===== config.mk =====
export PLATFORM = sky130hd
export DESIGN_NAME = serial_tx_flat
export DESIGN_NICKNAME = d
export VERILOG_FILES = /design/src/rtl/serial_tx_if.sv /design/src/rtl/serial_tx.sv /design/src/flat_wrapper.sv
export SDC_FILE = /design/constraint.sdc
export NUM_CORES = 1
export LEC_CHECK = 0
export ABC_AREA = 1
export CORE_ASPECT_RATIO = 1.2
export CORE_UTILIZATION = 50
export CTS_CLUSTER_SIZE = 24
export DETAILED_ROUTE_END_ITERATION = 8
export PLACE_DENSITY = 0.65
export SLEW_MARGIN = 15
export SYNTH_ARGS = -nofsm -noshare
export SYNTH_HDL_FRONTEND = slang
export SYNTH_SLANG_ARGS = --single-unit

===== constraint.sdc =====
create_clock -name i_Clock -period 3.36 [get_ports i_Clock]
set_input_delay 0.504 -clock i_Clock [delete_from_list [all_inputs] [get_ports i_Clock]]
set_output_delay 0.504 -clock i_Clock [all_outputs]
set_load 0.005 [all_outputs]

===== src/rtl/serial_tx_if.sv =====
// serial_tx_if: byte handshake and serial line status between a producer and serial_tx.
interface serial_tx_if;
  logic       i_Tx_DV;
  logic [7:0] i_Tx_Byte;
  logic       o_Tx_Ready;
  logic       o_Tx_Serial;
  logic       o_Tx_Active;
  logic       o_Tx_Done;
  logic       o_Tx_Drop;
  modport master (
    output i_Tx_DV, i_Tx_Byte,
    input  o_Tx_Ready, o_Tx_Serial, o_Tx_Active, o_Tx_Done, o_Tx_Drop
  );
  modport slave (
    input  i_Tx_DV, i_Tx_Byte,
    output o_Tx_Ready, o_Tx_Serial, o_Tx_Active, o_Tx_Done, o_Tx_Drop
  );
endinterface


===== src/rtl/serial_tx.sv =====
// serial_tx: 8N1 UART transmitter fed by a small byte FIFO with a valid/ready handshake.
module serial_tx #(
  parameter int CLKS_PER_BIT = 5208,
  parameter int FIFO_DEPTH   = 4
) (
  input logic        i_Clock,
  input logic        i_Reset,
  serial_tx_if.slave bus
);
  localparam int AW = $clog2(FIFO_DEPTH);
  localparam int CW = $clog2(CLKS_PER_BIT);
  typedef enum logic [2:0] {IDLE, START, DATA, STOP, CLEANUP} state_t;
  state_t        r_state, w_next;
  logic [7:0]    r_mem [FIFO_DEPTH];
  logic [AW-1:0] r_wp, r_rp;
  logic [AW:0]   r_count;
  logic [7:0]    r_shift;
  logic [CW-1:0] r_cnt, w_cnt;
  logic [2:0]    r_idx, w_idx;
  logic          r_serial, r_active, r_done, r_drop;
  logic          w_push, w_pop, w_last, w_line, w_active, w_done;
  assign bus.o_Tx_Ready  = r_count < (AW+1)'(FIFO_DEPTH);
  assign bus.o_Tx_Serial = r_serial;
  assign bus.o_Tx_Active = r_active;
  assign bus.o_Tx_Done   = r_done;
  assign bus.o_Tx_Drop   = r_drop;
  assign w_push = bus.i_Tx_DV & bus.o_Tx_Ready;
  assign w_last = r_cnt == CW'(CLKS_PER_BIT - 1);
  always_ff @(posedge i_Clock or posedge i_Reset)
    if (i_Reset) r_state <= IDLE;
    else r_state <= w_next;
  always_comb begin
    w_next = r_state;
    w_cnt  = w_last ? '0 : r_cnt + CW'(1);
    w_idx  = r_idx;
    w_pop  = 1'b0;
    case (r_state)
      IDLE: begin
        w_cnt  = '0;
        w_pop  = r_count != '0;
        w_next = w_pop ? START : IDLE;
      end
      START: begin
        w_idx  = '0;
        w_next = w_last ? DATA : START;
      end
      DATA: begin
        w_idx  = (w_last && r_idx != 3'd7) ? r_idx + 3'd1 : r_idx;
        w_next = (w_last && r_idx == 3'd7) ? STOP : DATA;
      end
      STOP:    w_next = w_last ? CLEANUP : STOP;
      CLEANUP: w_next = IDLE;
      default: w_next = IDLE;
    endcase
  end
  // Outputs are decoded from the next state so the registered line moves on the same edge as the state.
  always_comb begin
    w_line   = (w_next == START) ? 1'b0 : (w_next == DATA) ? r_shift[w_idx] : 1'b1;
    w_active = w_next inside {START, DATA, STOP};
    w_done   = w_next == CLEANUP;
  end
  always_ff @(posedge i_Clock or posedge i_Reset)
    if (i_Reset) begin
      r_wp     <= '0;
      r_rp     <= '0;
      r_count  <= '0;
      r_cnt    <= '0;
      r_idx    <= '0;
      r_serial <= 1'b1;
      r_active <= 1'b0;
      r_done   <= 1'b0;
      r_drop   <= 1'b0;
    end else begin
      r_wp     <= r_wp + AW'(w_push);
      r_rp     <= r_rp + AW'(w_pop);
      r_count  <= r_count + (AW+1)'(w_push) - (AW+1)'(w_pop);
      r_cnt    <= w_cnt;
      r_idx    <= w_idx;
      r_serial <= w_line;
      r_active <= w_active;
      r_done   <= w_done;
      r_drop   <= bus.i_Tx_DV & ~bus.o_Tx_Ready;
    end
  always_ff @(posedge i_Clock) begin
    if (w_push) r_mem[r_wp] <= bus.i_Tx_Byte;
    if (w_pop) r_shift <= r_mem[r_rp];
  end
endmodule


===== src/flat_wrapper.sv =====
// flat-port wrapper written by rule: the top's interface ports become plain ports
module serial_tx_flat 
#(
  parameter int CLKS_PER_BIT = 5208,
  parameter int FIFO_DEPTH   = 4
)
  (i_Clock, i_Reset, bus_i_Tx_DV, bus_i_Tx_Byte, bus_o_Tx_Ready, bus_o_Tx_Serial, bus_o_Tx_Active, bus_o_Tx_Done, bus_o_Tx_Drop);
  serial_tx_if bus_i ();
  input logic i_Clock;
  input logic i_Reset;
  input wire logic [$bits(bus_i.i_Tx_DV)-1:0] bus_i_Tx_DV;
  input wire logic [$bits(bus_i.i_Tx_Byte)-1:0] bus_i_Tx_Byte;
  output wire logic [$bits(bus_i.o_Tx_Ready)-1:0] bus_o_Tx_Ready;
  output wire logic [$bits(bus_i.o_Tx_Serial)-1:0] bus_o_Tx_Serial;
  output wire logic [$bits(bus_i.o_Tx_Active)-1:0] bus_o_Tx_Active;
  output wire logic [$bits(bus_i.o_Tx_Done)-1:0] bus_o_Tx_Done;
  output wire logic [$bits(bus_i.o_Tx_Drop)-1:0] bus_o_Tx_Drop;
  assign bus_i.i_Tx_DV = bus_i_Tx_DV;
  assign bus_i.i_Tx_Byte = bus_i_Tx_Byte;
  assign bus_o_Tx_Ready = bus_i.o_Tx_Ready;
  assign bus_o_Tx_Serial = bus_i.o_Tx_Serial;
  assign bus_o_Tx_Active = bus_i.o_Tx_Active;
  assign bus_o_Tx_Done = bus_i.o_Tx_Done;
  assign bus_o_Tx_Drop = bus_i.o_Tx_Drop;
  serial_tx #(.CLKS_PER_BIT(CLKS_PER_BIT), .FIFO_DEPTH(FIFO_DEPTH)) u_core (.i_Clock(i_Clock), .i_Reset(i_Reset), .bus(bus_i));
endmodule

# --- Yosys cells after proc, flatten, opt, wreduce, memory -nomap -nowiden ---
# Memory sizes are Yosys's and may differ from the RTL's. A register that Yosys moved wholly into a read port is not among the register bits.
# Cells that the tools add are included.
word_totals:
  ff_bits: 30
  mem_count: 1
  mem_bits_rw: 32
  in_bits: 11
  output_inout_bits: 5
  wordCells: 53
mem_list:
  columns: ["memory", "depth", "word_bits", "rd", "rd_clocked_by_memory_dff", "write_ports", "line", "rtl"]
  rows:
  - ["u_core.r_mem", 4, 8, 1, 1, 1, "serial_tx.sv:14", "logic [7:0] r_mem [FIFO_DEPTH];"]
classes:
  n_eq_ne: 10
  n_reduce_logical: 5
  order_cmp: 2
  n_bitwise: 3
  add_sub_neg: 6
  n_mux: 16
ops:
  columns: ["cell", "count"]
  rows:
  - ["$mux 13", 2]
  - ["$add 13x1->13 const B", 1]
  - ["$eq 13x13->1 const B", 1]
  - ["$eq 3x2->1 const B", 4]
  - ["$pmux 3 s4", 1]
  - ["$mux 1", 8]
  - ["$eq 3x1->1 const B", 2]
  - ["$eq 3x3->1 const B", 2]
  - ["$mux 3", 2]
  - ["$pmux 3 s2", 1]
  - ["$reduce_bool 3->1", 2]
  - ["$add 2x1->2", 2]
  - ["$lt 3x4->1 const B", 1]
  - ["$add 3x1->3", 1]
  - ["$add 3x1->3 const B", 1]
  - ["$bmux 1 s3", 1]
  - ["$logic_not 3->1", 1]
  - ["$lt 3x3->1 const B", 1]
  - ["$ne 3x3->1 const B", 1]
  - ["$sub 3x1->3", 1]
  - ["$and 1x1->1", 2]
  - ["$logic_and 1x1->1", 2]
  - ["$mux 2", 1]
  - ["$not 1->1", 1]

# --- Longest topological paths before layout ---
depth:
  ltp_word: 8
  ltp_mapped: 15
  mapped_depth_nobuf: 15

# --- Worst setup path before layout ---
# Ideal clock, no wire load.
synth_path:
  path_kind: "reg2reg"
  from: "register u_core.r_state[2]"
  to: "register u_core.r_count[2]"
  stages_incl_launch_ff: 13
  n_path_buf: 0
  synth_period_minus_slack_ps: 2256
  t_arrival_ps: 2177
  path_slack_ps: 1104
  required_time_ps: 3281
  cell_sequence: "dfrtp_1 inv_1 nand3_1 inv_2 o31ai_1 inv_1 ha_1 inv_1 ha_1 inv_1 fa_1 xnor2_1 xor2_1"
synth_between:
  elab_chain_cells: 3
synth_rtl:
  columns: ["item", "line", "rtl"]
  rows:
  - ["start, declared", "serial_tx.sv:13", "state_t r_state, w_next;"]
  - ["start signal, assigned", "serial_tx.sv:31", "else r_state <= w_next;"]
  - ["$logic_not 3->1", "serial_tx.sv:37", "case (r_state)"]
  - ["$mux 1", "serial_tx.sv:37", null]
  - ["net u_core.w_pop", "serial_tx.sv:21", "logic w_push, w_pop, w_last, w_line, w_active, w_done;"]
  - ["$sub 3x1->3", "serial_tx.sv:76", "r_count <= r_count + (AW+1)'(w_push) - (AW+1)'(w_pop);"]
  - ["end signal, assigned", "serial_tx.sv:76", null]
  - ["end, declared", "serial_tx.sv:16", "logic [AW:0] r_count;"]
# The timed path passes the listed nets, and every way through them passes these cells.

# --- Final worst setup path ---
# Same ends and word-level chain as after synthesis.

==> metrics.md <==
| Metric | Value |
|---|---|
| I/O pin total | 16 |
| Wire length on met2 | 2810 um |
| Unrepaired setup endpoints after global routing | false |
| Number of pins with negative max-slew slack in the final report | 0 |
| Congestion Overflow GR | 0 |
| TritonRoute pass-1 iters | 4 |
| Number of placement rows | 31 |
| Post-synth top area cell | sky130_fd_sc_hd__edfxtp_1 |
| Count of different cell masters after synthesis | 40 |
| Largest net degree at the start of global routing | 31 |
| Multiplexer share of the synthesized area | 0% |
| Worst path arrival time | 2.74 ns |
| Synth async-reset ratio | 42.9% |
| Cts bufs inserted | 9 |
| Maximum frequency from static timing analysis | 405 MHz |
| Worst setup path class | reg -> reg |
| Source of the worst register-to-register timing path | u_core.r_state[2] |
| Critical Path End | u_core.r_count[2] |
| Area post-placement | 0.00342 sq mm |
| Wirelength, routed | 5400 um |
| Outcome | complete, no violations |
| Largest cells by area after synthesis | sky130_fd_sc_hd__edfxtp_1 38%, sky130_fd_sc_hd__dfrtp_1 23%, sky130_fd_sc_hd__nor2_1 5.1%, sky130_fd_sc_hd__inv_1 4.5%, sky130_fd_sc_hd__nand2_1 4.1% |
| Maximum vdd ir drop | 0.000305 V |
| Area share of fa/ha/maj cells after synthesis | 3.42% |
| H-tree lvl count | 3 |
| Vias after detailed routing | 2067 |
| Total die area | 0.00662 sq mm |
| Post-Route Skew | 0.0105 ns |
| Number of design-rule violations left by the first detailed-router iteration | 100 |
| Worst flop-to-flop path endpoint | u_core.r_count[2] |
| Drt via density | 5.00 |
| Share of synthesized area occupied by flip-flops and latches | 62.0% |
| Maximum buffer depth of the clock tree | 2 |
| Period minus WS final | 2.47 ns |
| Leakage dissipation | 0.00146 uW |
| Remaining routing DRC violations | 0 |
| Number of cells on the worst reg-to-reg path | 12 |
| Slack of the worst reg-to-reg path | 0.89 ns |
| Setup_tns | 0 ns |
| Critical Path Source Type | register |
| Hold Violations, Final | 0 |
| First-pass GRT wire length | 9340 um |
| Post-CTS Setup Inserts | 0 |
| CTS tree | yes |
| Met1 Routed Length | 2360 um |
| Register area | 0.00195 sq mm |
| Xor and xnor area share after synthesis | 1.95% |
| Largest fanout on the critical path | 11 |
| Critical Path Source | u_core.r_state[2] |
| Final design instance area without fill | 0.00362 sq mm |
| Number of nets still failing antenna checks after routing | 0 |
| Mapped cell area | 0.00315 sq mm |
| Die Ht | 88.9 um |
| Number of fill cells in the layout | 540 |
| Layout area overhead | 14.9% |
| Core Region | 0.00605 sq mm |
| DP Wirelength | 3860 um |
| Max_cap viols | 0 |
| Clock transition at the register clock pins on the worst setup and hold paths after CTS | 0.08 ns |
| Count of buffers inserted at the top-level ports | 15 |
| Flop and latch count out of synthesis | 70 |
| Critical path capture point type | register |
| Worst hold path type | reg -> reg |
| Avg Synthesized Cell Area | 10.5 sq um |
| Total of warnings raised by yosys | 0 |
| Synthesized-area fraction occupied by and/or/nand/nor cells | 19.4% |
| Die Wd | 74.4 um |
| Area share of the largest cell type after synthesis | 38.2% |
| Vias in the first global route | 2103 |
| Number of flops mapped to enable cells by yosys | 40 |
| Count of mapped cells out of synthesis | 299 |
| Worst slew margin | 65.3% |
| Pin slew with the least headroom to its limit | 0.520 ns |
| Cells along the critical path | inv_1 -> nand3_1 -> inv_2 -> o31ai_1 -> inv_1 -> ha_1 -> inv_1 -> ha_1 -> inv_1 -> fa_1 -> xnor2_1 -> xor2_1 |
| Uppermost layer routed | met4 |
| Diodes inserted | 0 |
| Data required time of the critical path | 3.64 ns |
| Number of antenna violations at the first check in global routing | 0 |
| Compound-gate portion of the synthesized area | 6.36% |
| Quantity of gates resized following cts | 0 |
| Met3 routed wirelength | 137 um |
| Insertion delay to the later sink of the worst-skew pair | 0.35 ns |
| Share of the cycle needed by the critical path after routing | 73.5% |
| Overall global routing resource usage | 19.5% |
| Fraction of final layout cells with drive strength greater than 1 | 15.4% |
| Cell type of the slowest stage on the worst timing path | sky130_fd_sc_hd__dfrtp_1 |
| Number of failing setup endpoints in the final timing report | 0 |
| Total clock sinks | 70 |
| Routed wire per std cell | 13.1 um |
| Most used DFF post-synth | sky130_fd_sc_hd__edfxtp_1 |
| Number of hold buffers added after cts | 0 |
| Starting utilization of the core area | 52.0% |
| Net count after synthesis | 318 |
| Main combinational cell family by area after synthesis | simple AND/OR/NAND/NOR gates |
| Count of nets after finishing | 345 |
| Largest stage delay on the critical path | 0.45 ns |
| Global placement routability congestion | 0.742 |
| Multi-input logic area | 981 sq um |
| Clk Tree Root Cell | sky130_fd_sc_hd__clkbuf_8 |
| PD cells | 533 mW/mm^2 |
| Total power | 1930 uW |
| Most common cell type on the critical path | sky130_fd_sc_hd__inv_1 |
[how the worst min path moves through the flow]
stage                    start               to  slack [ns]  depth (start not counted)
2_1_floorplan  u_core.r_cnt[0]  u_core.r_cnt[0]        0.43                          1
3_3_place_gp   u_core.r_cnt[0]  u_core.r_cnt[0]        0.45                          1
3_5_place_dp   u_core.r_cnt[0]  u_core.r_cnt[0]        0.46                          1
4_1_cts        u_core.r_cnt[0]  u_core.r_cnt[0]        0.47                          1
5_1_grt        u_core.r_cnt[0]  u_core.r_cnt[0]        0.50                          1
6_report       u_core.r_cnt[0]  u_core.r_cnt[0]        0.46                          1
[area by class of cell]
cell class	instances	area share, %
Sequential cell	70	54.0
Multi-Input combinational cell	173	27.1
Inverter	52	5.40
Timing Repair Buffer	20	5.19
Clock buffer	9	3.42
Tap cell	82	2.84
Clock inverter	7	2.04
[cell families (layout without fill, tap and decap cells)]
family,after synthesis,in the layout
flip-flops,70,70
adder cells (fa/ha/maj),8,8
AND/OR/NAND/NOR,124,124
XOR/XNOR,7,7
buffers and inverters,56,88
AO/OA/AOI/OAI,34,34
[synthesized netlist by cell type (2+ instances only)]
cell,count
sky130_fd_sc_hd__edfxtp_1,40
sky130_fd_sc_hd__nor4_1,2
sky130_fd_sc_hd__clkbuf_1,3
sky130_fd_sc_hd__nor2_1,43
sky130_fd_sc_hd__nor3_1,9
sky130_fd_sc_hd__dfrtp_1,29
sky130_fd_sc_hd__nand4_1,6
sky130_fd_sc_hd__inv_1,38
sky130_fd_sc_hd__nand3_1,13
sky130_fd_sc_hd__inv_2,14
sky130_fd_sc_hd__nor2_4,2
sky130_fd_sc_hd__nor2_2,3
sky130_fd_sc_hd__a21oi_1,2
sky130_fd_sc_hd__o22ai_1,8
sky130_fd_sc_hd__xor2_1,6
sky130_fd_sc_hd__ha_1,7
sky130_fd_sc_hd__o21ai_0,16
sky130_fd_sc_hd__nand3b_1,3
sky130_fd_sc_hd__nand2_1,34
[worst max-delay path, delay by kind of cell, from the launching register on]
family,cells,cell delay (ns)
buf+inv,5,0.63
fa+ha+maj,3,0.82
flops,1,0.45
compound gates,1,0.07
simple gates,1,0.10
xor+xnor,2,0.34
[through the flow]
step	hold WS, ns	worst slack [ns]	cells	util (%)
floorplan	0.433	1.10	299	-
global placement	0.449	0.934	397	56.5
detailed placement	0.456	0.861	397	56.5
CTS	0.466	0.852	413	59.8
global route	0.502	0.670	413	59.8
finish	0.463	0.891	413	59.8
[placed cells by master, fill, tap and decap left out, types with 3 or more instances in the layout]
cell,n
sky130_fd_sc_hd__nor2_1,43
sky130_fd_sc_hd__edfxtp_1,40
sky130_fd_sc_hd__inv_1,38
sky130_fd_sc_hd__nand2_1,34
sky130_fd_sc_hd__dfrtp_1,29
sky130_fd_sc_hd__o21ai_0,16
sky130_fd_sc_hd__clkdlybuf4s50_1,15
sky130_fd_sc_hd__inv_2,14
sky130_fd_sc_hd__nand3_1,13
sky130_fd_sc_hd__nor3_1,9
sky130_fd_sc_hd__clkbuf_8,9
sky130_fd_sc_hd__o22ai_1,8
sky130_fd_sc_hd__ha_1,7
sky130_fd_sc_hd__xor2_1,6
sky130_fd_sc_hd__nand4_1,6
sky130_fd_sc_hd__buf_4,5
sky130_fd_sc_hd__nor2_2,3
sky130_fd_sc_hd__nand3b_1,3
[flip-flops by register name (all words and copies together), names as in the netlist]
| signal | flops |
|---|---|
| u_core.bus.o_Tx_Active | 1 |
| u_core.bus.o_Tx_Drop | 1 |
| u_core.r_shift | 8 |
| u_core.r_count | 3 |
| u_core.r_state | 3 |
| u_core.bus.o_Tx_Done | 1 |
| u_core.r_wp | 2 |
| u_core.r_idx | 3 |
| u_core.bus.o_Tx_Serial | 1 |
| u_core.r_rp | 2 |
| u_core.r_cnt | 13 |
| u_core.r_mem | 32 |
[where the power goes]
group          switching, uW  internal (uW)  total [uW]
registers               40.7           1010        1050
clock network            332            345         676
logic                    112           90.8         203
total                    485           1440        1930
[layer usage]
layer | vias up | track usage [%]
li1 | 1052 | -
met1 | 979 | 23.4
met2 | 25 | 33.0
met3 | 11 | 4.85
met4 | 0 | 9.09
met5 | - | 0
Power figures use the tool's default switching activity.
